--- src/rtl/branch_predictor_if.sv ---
// Fetch-side lookup, resolve-side update, flush control and statistics bundle
// shared by the branch predictor and whoever drives it.
interface branch_predictor_if;
    logic        pred_en;
    logic [31:0] pred_pc;
    logic        pred_hit;
    logic        pred_taken;
    logic [31:0] pred_target;

    logic        upd_valid;
    logic [31:0] upd_pc;
    logic [31:0] upd_target;
    logic        upd_is_branch;
    logic        upd_taken;
    logic        upd_pred_taken;
    logic [31:0] upd_pred_target;
    logic        mispredict;
    logic [31:0] redirect_pc;

    logic        clear_req;
    logic        busy;
    logic [31:0] stat_lookups;
    logic [31:0] stat_mispredicts;

    modport master (
        output pred_en, pred_pc,
        input  pred_hit, pred_taken, pred_target,
        output upd_valid, upd_pc, upd_target, upd_is_branch, upd_taken,
        output upd_pred_taken, upd_pred_target,
        input  mispredict, redirect_pc,
        output clear_req,
        input  busy, stat_lookups, stat_mispredicts
    );

    modport slave (
        input  pred_en, pred_pc,
        output pred_hit, pred_taken, pred_target,
        input  upd_valid, upd_pc, upd_target, upd_is_branch, upd_taken,
        input  upd_pred_taken, upd_pred_target,
        output mispredict, redirect_pc,
        input  clear_req,
        output busy, stat_lookups, stat_mispredicts
    );
endinterface

--- src/rtl/branch_predictor.sv ---
// Direct-mapped tagged branch target buffer with saturating direction counters,
// a one-entry-per-cycle flush sweep and saturating lookup/mispredict statistics.
module branch_predictor #(
    parameter int ENTRIES = 16,
    parameter int CNT_W   = 2,
    parameter int TAG_W   = 8
) (
    input  logic               clk,
    input  logic               rst,
    branch_predictor_if.slave  bp_io
);
    localparam int IDX_W = $clog2(ENTRIES);
    localparam logic [CNT_W-1:0] CNT_MAX     = {CNT_W{1'b1}};
    localparam logic [CNT_W-1:0] CNT_WEAK_T  = CNT_W'(1 << (CNT_W - 1));
    localparam logic [CNT_W-1:0] CNT_WEAK_NT = CNT_W'((1 << (CNT_W - 1)) - 1);
    localparam logic [IDX_W-1:0] IDX_LAST    = IDX_W'(ENTRIES - 1);

    typedef enum logic {
        ST_IDLE,
        ST_CLEAR
    } state_e;

    function automatic logic [CNT_W-1:0] cnt_inc(input logic [CNT_W-1:0] c);
        return (c == CNT_MAX) ? c : c + CNT_W'(1);
    endfunction

    function automatic logic [CNT_W-1:0] cnt_dec(input logic [CNT_W-1:0] c);
        return (c == '0) ? c : c - CNT_W'(1);
    endfunction

    function automatic logic [31:0] stat_inc(input logic [31:0] v, input logic en);
        return (en && v != 32'hFFFF_FFFF) ? v + 32'd1 : v;
    endfunction

    logic             valid_q  [ENTRIES];
    logic [CNT_W-1:0] cnt_q    [ENTRIES];
    logic [TAG_W-1:0] tag_q    [ENTRIES];
    logic [31:0]      target_q [ENTRIES];

    state_e           state_q;
    logic [IDX_W-1:0] ptr_q;
    logic             busy_q;
    logic [31:0]      lookups_q;
    logic [31:0]      mispred_q;

    logic [IDX_W-1:0] lk_idx;
    logic [TAG_W-1:0] lk_tag;
    logic             lk_hit;
    logic             lk_taken;

    logic [IDX_W-1:0] up_idx;
    logic [TAG_W-1:0] up_tag;
    logic             up_en;
    logic             up_hit;
    logic             mispred;

    logic             wr_en;
    logic [IDX_W-1:0] wr_idx;
    logic             wr_valid_d;
    logic [CNT_W-1:0] wr_cnt_d;
    logic             wr_meta_en;

    // Lookup path: purely combinational, sees the table as it was before this edge.
    assign lk_idx   = bp_io.pred_pc[IDX_W+1:2];
    assign lk_tag   = bp_io.pred_pc[IDX_W+TAG_W+1:IDX_W+2];
    assign lk_hit   = valid_q[lk_idx] && (tag_q[lk_idx] == lk_tag) && !busy_q;
    assign lk_taken = lk_hit && cnt_q[lk_idx][CNT_W-1];

    assign bp_io.pred_hit    = lk_hit;
    assign bp_io.pred_taken  = lk_taken;
    assign bp_io.pred_target = lk_taken ? target_q[lk_idx] : bp_io.pred_pc + 32'd4;

    assign up_idx  = bp_io.upd_pc[IDX_W+1:2];
    assign up_tag  = bp_io.upd_pc[IDX_W+TAG_W+1:IDX_W+2];
    assign up_en   = bp_io.upd_valid && !busy_q;
    assign up_hit  = valid_q[up_idx] && (tag_q[up_idx] == up_tag);
    assign mispred = up_en &&
                     ((bp_io.upd_pred_taken != bp_io.upd_taken) ||
                      (bp_io.upd_taken && (bp_io.upd_pred_target != bp_io.upd_target)));

    assign bp_io.mispredict       = mispred;
    assign bp_io.redirect_pc      = bp_io.upd_taken ? bp_io.upd_target : bp_io.upd_pc + 32'd4;
    assign bp_io.busy             = busy_q;
    assign bp_io.stat_lookups     = lookups_q;
    assign bp_io.stat_mispredicts = mispred_q;

    // At most one entry changes per cycle: the sweep slot while flushing, else the resolved one.
    always_comb begin
        wr_en      = 1'b0;
        wr_idx     = up_idx;
        wr_valid_d = valid_q[up_idx];
        wr_cnt_d   = cnt_q[up_idx];
        wr_meta_en = 1'b0;
        if (busy_q) begin
            wr_en      = 1'b1;
            wr_idx     = ptr_q;
            wr_valid_d = 1'b0;
            wr_cnt_d   = CNT_WEAK_NT;
        end else if (up_en) begin
            if (up_hit && bp_io.upd_is_branch) begin
                wr_en      = 1'b1;
                wr_cnt_d   = bp_io.upd_taken ? cnt_inc(cnt_q[up_idx]) : cnt_dec(cnt_q[up_idx]);
                wr_meta_en = bp_io.upd_taken;
            end else if (up_hit) begin
                wr_en      = 1'b1;
                wr_valid_d = 1'b0;
            end else if (bp_io.upd_is_branch && bp_io.upd_taken) begin
                wr_en      = 1'b1;
                wr_valid_d = 1'b1;
                wr_cnt_d   = CNT_WEAK_T;
                wr_meta_en = 1'b1;
            end
        end
    end

    always_ff @(posedge clk or posedge rst) begin
        if (rst) begin
            for (int i = 0; i < ENTRIES; i++) begin
                valid_q[i] <= 1'b0;
                cnt_q[i]   <= CNT_WEAK_NT;
            end
        end else if (wr_en) begin
            valid_q[wr_idx] <= wr_valid_d;
            cnt_q[wr_idx]   <= wr_cnt_d;
        end
    end

    // Tags and targets are only meaningful behind a valid bit, so they carry no reset.
    always_ff @(posedge clk) begin
        if (wr_meta_en) begin
            tag_q[up_idx]    <= up_tag;
            target_q[up_idx] <= bp_io.upd_target;
        end
    end

    always_ff @(posedge clk or posedge rst) begin
        if (rst) begin
            state_q   <= ST_IDLE;
            ptr_q     <= '0;
            busy_q    <= 1'b0;
            lookups_q <= '0;
            mispred_q <= '0;
        end else begin
            case (state_q)
                ST_IDLE: begin
                    if (bp_io.clear_req) begin
                        state_q   <= ST_CLEAR;
                        ptr_q     <= '0;
                        busy_q    <= 1'b1;
                        lookups_q <= '0;
                        mispred_q <= '0;
                    end else begin
                        lookups_q <= stat_inc(lookups_q, bp_io.pred_en);
                        mispred_q <= stat_inc(mispred_q, mispred);
                    end
                end
                ST_CLEAR: begin
                    ptr_q <= ptr_q + IDX_W'(1);
                    if (ptr_q == IDX_LAST) begin
                        state_q <= ST_IDLE;
                        busy_q  <= 1'b0;
                    end
                end
                default: begin
                    state_q <= ST_IDLE;
                    busy_q  <= 1'b0;
                end
            endcase
        end
    end
endmodule

--- src/flat_wrapper.sv ---
// flat-port wrapper written by rule: the top's interface ports become plain ports
module branch_predictor_flat 
#(
    parameter int ENTRIES = 16,
    parameter int CNT_W   = 2,
    parameter int TAG_W   = 8
)
  (clk, rst, bp_io_pred_en, bp_io_pred_pc, bp_io_pred_hit, bp_io_pred_taken, bp_io_pred_target, bp_io_upd_valid, bp_io_upd_pc, bp_io_upd_target, bp_io_upd_is_branch, bp_io_upd_taken, bp_io_upd_pred_taken, bp_io_upd_pred_target, bp_io_mispredict, bp_io_redirect_pc, bp_io_clear_req, bp_io_busy, bp_io_stat_lookups, bp_io_stat_mispredicts);
  branch_predictor_if bp_io_i ();
  input  logic clk;
  input  logic rst;
  input wire logic [$bits(bp_io_i.pred_en)-1:0] bp_io_pred_en;
  input wire logic [$bits(bp_io_i.pred_pc)-1:0] bp_io_pred_pc;
  output wire logic [$bits(bp_io_i.pred_hit)-1:0] bp_io_pred_hit;
  output wire logic [$bits(bp_io_i.pred_taken)-1:0] bp_io_pred_taken;
  output wire logic [$bits(bp_io_i.pred_target)-1:0] bp_io_pred_target;
  input wire logic [$bits(bp_io_i.upd_valid)-1:0] bp_io_upd_valid;
  input wire logic [$bits(bp_io_i.upd_pc)-1:0] bp_io_upd_pc;
  input wire logic [$bits(bp_io_i.upd_target)-1:0] bp_io_upd_target;
  input wire logic [$bits(bp_io_i.upd_is_branch)-1:0] bp_io_upd_is_branch;
  input wire logic [$bits(bp_io_i.upd_taken)-1:0] bp_io_upd_taken;
  input wire logic [$bits(bp_io_i.upd_pred_taken)-1:0] bp_io_upd_pred_taken;
  input wire logic [$bits(bp_io_i.upd_pred_target)-1:0] bp_io_upd_pred_target;
  output wire logic [$bits(bp_io_i.mispredict)-1:0] bp_io_mispredict;
  output wire logic [$bits(bp_io_i.redirect_pc)-1:0] bp_io_redirect_pc;
  input wire logic [$bits(bp_io_i.clear_req)-1:0] bp_io_clear_req;
  output wire logic [$bits(bp_io_i.busy)-1:0] bp_io_busy;
  output wire logic [$bits(bp_io_i.stat_lookups)-1:0] bp_io_stat_lookups;
  output wire logic [$bits(bp_io_i.stat_mispredicts)-1:0] bp_io_stat_mispredicts;
  assign bp_io_i.pred_en = bp_io_pred_en;
  assign bp_io_i.pred_pc = bp_io_pred_pc;
  assign bp_io_pred_hit = bp_io_i.pred_hit;
  assign bp_io_pred_taken = bp_io_i.pred_taken;
  assign bp_io_pred_target = bp_io_i.pred_target;
  assign bp_io_i.upd_valid = bp_io_upd_valid;
  assign bp_io_i.upd_pc = bp_io_upd_pc;
  assign bp_io_i.upd_target = bp_io_upd_target;
  assign bp_io_i.upd_is_branch = bp_io_upd_is_branch;
  assign bp_io_i.upd_taken = bp_io_upd_taken;
  assign bp_io_i.upd_pred_taken = bp_io_upd_pred_taken;
  assign bp_io_i.upd_pred_target = bp_io_upd_pred_target;
  assign bp_io_mispredict = bp_io_i.mispredict;
  assign bp_io_redirect_pc = bp_io_i.redirect_pc;
  assign bp_io_i.clear_req = bp_io_clear_req;
  assign bp_io_busy = bp_io_i.busy;
  assign bp_io_stat_lookups = bp_io_i.stat_lookups;
  assign bp_io_stat_mispredicts = bp_io_i.stat_mispredicts;
  branch_predictor #(.ENTRIES(ENTRIES), .CNT_W(CNT_W), .TAG_W(TAG_W)) u_core (.clk(clk), .rst(rst), .bp_io(bp_io_i));
endmodule
--- config.mk ---
export PLATFORM = sky130hd
export DESIGN_NAME = branch_predictor_flat
export DESIGN_NICKNAME = d
export VERILOG_FILES = /design/src/rtl/branch_predictor_if.sv /design/src/rtl/branch_predictor.sv /design/src/flat_wrapper.sv
export SDC_FILE = /design/constraint.sdc
export NUM_CORES = 1
export LEC_CHECK = 0
export BUFFER_PORTS_ARGS = -buffer_cell sky130_fd_sc_hd__buf_2
export CORE_MARGIN = 2
export CORE_UTILIZATION = 45
export DETAILED_ROUTE_END_ITERATION = 12
export GPL_ROUTABILITY_DRIVEN = 0
export SYNTH_ARGS = -nofsm -noshare
export SYNTH_HDL_FRONTEND = slang
export SYNTH_SLANG_ARGS = --single-unit
--- constraint.sdc ---
create_clock -name clk -period 8.28 [get_ports clk]
set_clock_uncertainty 0.15 [all_clocks]
set_input_delay 0.828 -clock clk [delete_from_list [all_inputs] [get_ports clk]]
set_output_delay 0.828 -clock clk [all_outputs]
set_load 0.01 [all_outputs]
## Yosys cells after proc, flatten, opt, wreduce, memory -nomap -nowiden

Memory sizes are Yosys's and may differ from the RTL's.
Index checks and enable logic that the tools add are counted.

- Flip-flop bits (word level): 118
- Bits in writable memories: 640
- Bits of input ports: 136
- Output and inout port bits: 132
- Logic and storage cells: 141
- Memories: 2

Memories:

| memory | words | bits a word | rd ports | clocked after Yosys merged registers in | wr ports | RTL line | text |
|---|---|---|---|---|---|---|---|
| u_core.target_q | 16 | 32 | 1 | 0 | 1 | branch_predictor.sv:38 | `logic [31:0] target_q [ENTRIES];` |
| u_core.tag_q | 16 | 8 | 2 | 0 | 1 | branch_predictor.sv:37 | `logic [TAG_W-1:0] tag_q [ENTRIES];` |

- Add/sub/neg operators: 7
- Magnitude comparators: 4
- Eq/ne operators: 10
- Muxes and demuxes: 57
- Bitwise logic cells: 4
- Reduce and logical (&&, ||, !) cells: 20

Operators by type and width:

| kind | number |
|---|---|
| 32-bit two-way mux | 6 |
| 32-bit by 1-bit adder with 32-bit output (second input constant) | 2 |
| 32-bit by 3-bit adder with 32-bit output (second input constant) | 2 |
| 32-bit inequality test (second input constant) | 2 |
| 32-bit bitwise mux | 1 |
| 32-bit inequality test | 1 |
| 2-bit two-way mux | 13 |
| 1-bit two-way mux | 25 |
| 2-bit binary-select mux with 4-bit select | 2 |
| 16-bit bitwise mux | 1 |
| 8-bit == test | 2 |
| 5-bit greater-or-equal comparator (second input constant) | 3 |
| 4-bit NOT with 5-bit output | 3 |
| 1-bit logical AND | 12 |
| 1-bit binary-select mux with 4-bit select | 2 |
| 2-bit demux with 4-bit select | 1 |
| 4-bit two-way mux | 2 |
| 4-bit one-hot mux with 2 select lines | 1 |
| 2-bit AND reduction | 3 |
| 5-bit by 1-bit less-than comparator with 1-bit output (second input constant) | 1 |
| 4-bit by 1-bit adder with 4-bit output (second input constant) | 1 |
| 1-bit demux with 4-bit select | 1 |
| 4-bit == test (second input constant) | 1 |
| 2-bit inequality test (second input constant) | 2 |
| 10 further kinds | 12 |

## Longest topological paths before layout

Gate-level depths: netlist (run 1).

- Depth in word-level cells: 11
- Depth in mapped cells: 14
- Gate-level depth less buffers: 8

## Least setup slack after synthesis (run 1)

Ideal clock, no wire load.

- Path kind: input port to output port
- Start point: input port bp_io_pred_pc[2]
- End point: output port bp_io_pred_target[22]
- Data arrival time: 3,598 ps
- Data required time: 7,302 ps
- Slack: 3,704 ps
- Stages: 10
- Path buffers: 4
- Cells stage by stage: buf_4 > buf_4 > buf_2 > mux4_2 > a211oi_1 > a21oi_1 > xor2_1 > nor4_2 > buf_2 > mux2_2

- Longest elaborated chain between the ends: 8
- Elaborated cells between the ends (all ways): 15
- Those cells by class: add/sub (1); eq/ne (1); mux (7); bitwise (1); reduce/logical (3); memory (2)

RTL lines:

| element | RTL line | text |
|---|---|---|
| start: declaration | flat_wrapper.sv:13 | `input wire logic [$bits(bp_io_i.pred_pc)-1:0] bp_io_pred_pc;` |
| branches (longest 7 deep; another with memory 16 x 8 bit) | n/a |  |
| 32-bit two-way mux (*) | branch_predictor.sv:71 | `assign bp_io.pred_target = lk_taken ? target_q[lk_idx] : bp_io.pred_pc + 32'd4;` |
| end: declaration | flat_wrapper.sv:16 | `output wire logic [$bits(bp_io_i.pred_target)-1:0] bp_io_pred_target;` |

Mark *: on every way between the ends. The select of a mux whose other input is x is not followed.

## Worst setup path in the final report (run 1)

- Start point: input port bp_io_pred_pc[4]
- End point: output port bp_io_pred_target[5]

The elaborated chain is that of the path after synthesis.

==> results of run 1 <==
## report_power, final
| part | total (uW) | switching, uW | internal, uW |
|---|---|---|---|
| Sequential | 4350 | 101 | 4240 |
| Clock | 3430 | 1490 | 1950 |
| Combinational | 895 | 538 | 357 |
## routing by layer
metal,routed length [um],track usage (%),part of all wire (%)
met5,101,0,0.11
met2,45700,38.7,48
met1,39900,34.5,42
met3,6460,4.54,6.8
met4,2330,6.48,2.5
## cell usage in the layout, fill, tap and decap left out, types with 13 or more instances in the layout
cell / n
edfxtp_1: 640
xor2_1: 97
clkbuf_16: 83
nand4_1: 38
nand2_1: 121
nor2_4: 16
nor3_1: 22
clkinv_1: 15
a22oi_1: 13
xnor2_1: 49
clkbuf_1: 18
nor2_1: 82
mux2_2: 50
mux4_2: 235
o2bb2ai_1: 17
and3_1: 22
dfstp_2: 16
clkinv_2: 13
dfrtp_1: 102
nand3_1: 50
mux2i_1: 50
a21oi_1: 25
buf_2: 263
buf_4: 36
and4_1: 13
o21ai_0: 54
## flip-flops by register name, summed over array words and instances, names as in the netlist
name	count
u_core.valid_q	16
u_core.cnt_q	32
u_core.ptr_q	4
u_core.state_q	1
u_core.tag_q	128
u_core.bp_io.busy	1
u_core.bp_io.stat_lookups	32
u_core.bp_io.stat_mispredicts	32
u_core.target_q	512
## logic make-up (layout without fill, tap and decap cells)
kind of cell	count (synthesis)	count (layout)	synth area share, %
flip-flops	758	758	65.2
AND/OR/NAND/NOR	449	449	6.67
multiplexers	340	340	18.9
AO/OA/AOI/OAI	177	177	3.62
XOR/XNOR	146	146	3.76
buffers and inverters	117	460	1.61
adder cells (fa/ha/maj)	8	8	0.294
## final timing paths
path | startpoint | endpoint | slack [ps] | cells past startpoint
max | bp_io_pred_pc[4] | bp_io_pred_target[5] | 2800 | 12
min | rst | u_core.bp_io.stat_mispredicts[7] | 120 | 2
max reg2reg | u_core.bp_io.busy | u_core.bp_io.stat_mispredicts[21] | 4270 | 6
min reg2reg | u_core.cnt_q[1] | u_core.cnt_q[1] | 370 | 1
max in group asynchronous | rst | u_core.cnt_q[25] | 6480 | 3
min in group clk | bp_io_pred_en | u_core.bp_io.stat_lookups[1] | 370 | 3
## stage by stage
step	setup slack, ps	power (uW)	instance area, um^2	cells	utilization [%]
floorplan	3700	4960	34000	1995	-
global placement	2870	5300	36500	3162	48.9
detailed placement	2820	5320	36500	3162	48.9
CTS	2810	8740	39000	3307	52.3
global route	2530	8980	39000	3307	52.3
finish	2800	8670	39000	3307	52.3
## worst reg2reg max path, stage by stage (launching register included)
cell and delay (ps):
dfrtp_1 660, inv_1 540, o211ai_1 300, nor3_2 900, nand3_1 640, or4_1 580, a21oi_1 170
## final cells by class
cell class                      count  share of cell area (%)
Tap cell                          969                    3.11
Sequential cell                   758                    56.9
Multi-Input combinational cell   1120                    29.4
Clock inverter                     40                   0.773
Clock buffer                      105                    5.64
Timing Repair Buffer              301                    4.13
Inverter                           14                   0.141
==> impl_metrics.csv, run 1 <==
group,metric,value,unit
global_routing,grt_remaining_overflow,0,
clock_network,clkTransAtPathRegs,60,ps
clock_network,cts_hold_repair.buffers,0,
clock_network,root_buffer,"clkbuf_16",
detailed_routing,drt-pass1-iter-count,5,
job,maxCapViolations,0,
logic_synthesis,ys_seq_area_share,65.2,%
die,die_w,279,um
setup_path,crit_family,"buffers and inverters",
logic_synthesis,async_reset_ff_share,15.6,%
setup_path,crit_arrival,4500,ps
die,initial_core_util,45.6,%
logic_synthesis,yosysTopAreaCell,"edfxtp_1",
clock_network,cts_buffers,81,
logic_synthesis,yosys-top-cells-area,"edfxtp_1, mux4_2, dfrtp_1",
logic_synthesis,synth_top_area_share,56.4,%
clock_network,cts_resized,0,
setup_path,worstSetupPathType,"input port to output pin",
timing,drv_slew,0,
place,port_buffers,267,
finish,drive_gt1_share,32.2,%
die,core_area,0.0747,mm^2
finish,multi_input_area,0.0115,mm^2
global_routing,grt_antenna_before_repair,12,
logic_synthesis,ys.flop_type,"edfxtp_1",
detailed_routing,antenna_left,0,
place,place.detailed.hpwl,57800,um
setup_path,cp_max_fo,33,
logic_synthesis,yosysMostFrequentCell,"edfxtp_1",
global_routing,grt_pass1_vias,20380,
power_and_ir_drop,vdd.ir_drop.worst,0.146,mV
clock_network,ctsLongestPathBuffers,3,
timing,setup-tns-final,0,ps
die,rows,100,
detailed_routing,drt_iter0_drc,2106,
finish,final_nets,2420,
logic_synthesis,synth-seq-cells,758,
timing,rsz0062_at_grt,"false",
finish,antenna_cells,0,
timing,finalHoldViolations,0,
global_routing,grt_use_total,24.3,%
timing,worst_pin_slew,1140,ps
setup_path,cp.required,7300,ps
timing,relSlewSlack,23.4,%
detailed_routing,drc_errors,0,
logic_synthesis,synth_cell_types,76,
logic_synthesis,netlist_top_cells_count,"edfxtp_1, mux4_2, nand2_1, dfrtp_1, nor2_1",
clock_network,htreeDepth,3,
detailed_routing,vias_per_cell,6.15,
timing,finalCriticalPeriod,5480,ps
die,ioPinCount,268,
global_routing,grt_max_degree,83,
clock_network,cts.sinks,758,
logic_synthesis,synth_edf_count,640,
setup_path,crit_buf_inv,4,
power_and_ir_drop,leakage,0.0135,uW
clock_network,cts_tree,"done",
finish,area_growth_syn_to_layout,14.6,%
detailed_routing,wire_per_inst,28.6,um
logic_synthesis,syn_area,0.0340,mm^2
logic_synthesis,syn_inst,1995,
logic_synthesis,synth_fp_nets,2139,
clock_network,cts_setup_buffers,0,
power_and_ir_drop,power.density,222,mW/mm^2
finish,fillers,6093,
setup_path,cp_slowest_stage_delay,670,ps
timing,setup_viol,0,
setup_path,critPathCaptureType,"output pin",
detailed_routing,postRouteWirelength,94500,um
logic_synthesis,yosys_warnings,0,
die,die_area,0.0779,mm^2
worst_hold_path,min_path_type,"input port to asynchronous set/reset pin",
setup_path,crit_path_start_kind,"input port",
setup_path,critPathSlowestCell,"buf_4",
die,die_h,279,um
setup_path,worst_path_most_repeated_cell,"buf_4",
clock_network,clk_latency,630,ps
outcome,status,"completed",
finish,regArea,0.0222,mm^2
detailed_routing,vias,20328,
global_routing,grt_pass1_wl,138000,um
timing,whs,118,ps
timing,fmaxAchievable,182,MHz
setup_path,path_cells,"buf_4, buf_4, mux4_2, mux2i_1, mux2i_1, xor2_1, nor2_1, nand2_1, nor4_4, buf_4, mux2_2, buf_2",
logic_synthesis,synth_area_per_cell,17.1,um^2
timing,period_share,66.2,%
(Power assumes the default switching activity.)
==> inputs of run 2 (changes only) <==
==> constraint.sdc (replaced) <==
create_clock -name clk -period 5.6 [get_ports clk]
set_clock_uncertainty 0.15 [all_clocks]
set_input_delay 0.56 -clock clk [delete_from_list [all_inputs] [get_ports clk]]
set_output_delay 0.56 -clock clk [all_outputs]
set_load 0.01 [all_outputs]
==> run 2 against run 1 <==
First-iteration DRC count increased by 0.76%; power increased by 49%; critical path depth decreased by 1; global-route usage increased by 0.36 points; utilization increased by 0.39 points; non-clock buffer count increased by 18; flip-flop and latch count unchanged; final cell count increased by 0.51%; setup slack got worse by 1900 ps; critical endpoint is now bp_io_pred_target[31]; largest power group unchanged.
==> impl_metrics.csv, run 2 (synthesis results as in run 1) <==
group,metric,value,unit
die,die_w,279,um
detailed_routing,vias_per_cell,6.14,
finish,largest_register,"u_core.target_q",
place,dp_cells,3179,
timing,setup_viol,0,
finish,final_common_cell,"edfxtp_1",
setup_path,worstSetupPathType,"input port to output pin",
finish,area_growth_syn_to_layout,15.5,%
global_routing,grt_antenna_before_repair,7,
global_routing,grt_remaining_overflow,0,
setup_path,cp_max_fo,51,
timing,relSlewSlack,25.1,%
clock_network,cts_tree,"done",
power_and_ir_drop,leakage,0.0136,uW
finish,multi_input_area,0.0115,mm^2
setup_path,cp.required,4890,ps
finish,largest_reg_flops,512,
global_routing,grt_use_total,24.6,%
detailed_routing,vias,20414,
die,core_area,0.0747,mm^2
timing,drv_slew,0,
timing,finalCriticalPeriod,4670,ps
clock_network,clk_latency,630,ps
clock_network,cts.sinks,758,
finish,fillers,6003,
detailed_routing,wire_per_inst,28.9,um
die,die_h,279,um
timing,setup-tns-final,0,ps
clock_network,cts_buffers,81,
outcome,status,"completed",
clock_network,cts_resized,0,
clock_network,cts_hold_repair.buffers,1,
global_routing,grt_pass1_vias,20691,
finish,final_cell_mix,"edfxtp_1, buf_2, mux4_2",
die,die_area,0.0779,mm^2
detailed_routing,drc_errors,0,
finish,regArea,0.0222,mm^2
place,place.detailed.hpwl,61000,um
die,initial_core_util,45.6,%
clock_network,ctsLongestPathBuffers,3,
detailed_routing,postRouteWirelength,96200,um
detailed_routing,drt_iter0_drc,2122,
timing,period_share,83.3,%
detailed_routing,antenna_left,0,
timing,worst_pin_slew,1120,ps
global_routing,grt_max_degree,83,
timing,fmaxAchievable,214,MHz
finish,fin_cells,3324,
finish,final_nets,2438,
timing,rsz0062_at_grt,"false",
worst_hold_path,min_path_type,"input port to register",
setup_path,crit_path_start_kind,"input port",
power_and_ir_drop,power.density,329,mW/mm^2
setup_path,crit_arrival,3960,ps
finish,drive_gt1_share,32.5,%
clock_network,clkTransAtPathRegs,60,ps
place,port_buffers,267,
clock_network,cts_setup_buffers,0,
clock_network,root_buffer,"clkbuf_16",
clock_network,htreeDepth,3,
detailed_routing,drt-pass1-iter-count,7,
global_routing,grt_pass1_wl,140000,um
power_and_ir_drop,vdd.ir_drop.worst,0.220,mV
timing,finalHoldViolations,0,
job,maxCapViolations,0,
finish,top_regs,"u_core.target_q (512), u_core.tag_q (128)",
die,ioPinCount,268,
die,rows,100,
setup_path,critPathCaptureType,"output pin",
## run 2: cell count changes in the layout (fill, tap and decap cells not counted), sizes merged
cell	delta
clkbuf	+5
bufinv	+3
dlygate4sd3	+1
clkinvlp	-2
inv	-4
clkinv	-6
diode	+3
buf	+17
## run 2: report_power, final
part | leakage [uW] | switching [uW] | internal [uW] | total, uW
Combinational | 0.00505 | 809 | 532 | 1340
Sequential | 0.00732 | 143 | 6280 | 6420
Clock | 0.00123 | 2170 | 3000 | 5170
Total | 0.0136 | 3120 | 9810 | 12900
## run 2: metrics by stage
step	util [%]	hold slack (ps)	cell area, um^2	power (uW)	worst slack (ps)
2_1_floorplan	-	317	34000	7330	1560
3_3_place_gp	49.2	342	36800	7840	1070
3_5_place_dp	49.2	348	36800	7870	901
4_1_cts	52.6	69.4	39300	13000	885
5_1_grt	52.6	108	39300	13400	697
6_report	52.6	109	39300	12900	933
## run 2: cell type report
type | count | share of cell area (%)
Timing Repair Buffer | 319 | 4.71
Tap cell | 969 | 3.08
Sequential cell | 758 | 56.4
Clock buffer | 110 | 5.61
Clock inverter | 31 | 0.859
Inverter | 14 | 0.140
Multi-Input combinational cell | 1120 | 29.1
Antenna cell | 3 | 0.0191
## run 2: final timing paths
kind                              startpoint                                end  slack, ps  depth (start not counted)
max                         bp_io_pred_pc[2]              bp_io_pred_target[31]        930                         11
min                            bp_io_pred_en       u_core.bp_io.stat_lookups[1]        110                          3
max reg2reg                u_core.bp_io.busy  u_core.bp_io.stat_mispredicts[15]       1800                          6
min reg2reg                u_core.valid_q[0]                  u_core.valid_q[0]        370                          1
max in group asynchronous                rst                   u_core.cnt_q[27]       3540                          4
min in group asynchronous                rst   u_core.bp_io.stat_mispredicts[7]        490                          3
## run 2: routing by layer
metal  share of wire, %  vias to the layer above  global-route usage (%)
met3                7.8                      173                    5.35
met1                 41                    10752                    33.5
met5              0.086                        -                       0
met4                2.8                       12                    7.78
li1                   -                     8627                       -
met2                 48                      850                    39.9
## run 2: critical path, cell delays in order
cell,delay [ps]
buf_8,440
buf_4,680
nand3_1,440
nor3_1,390
buf_4,200
nand2_1,130
nor2_1,270
nand3_1,130
xnor2_1,280
mux2_2,210
buf_2,120
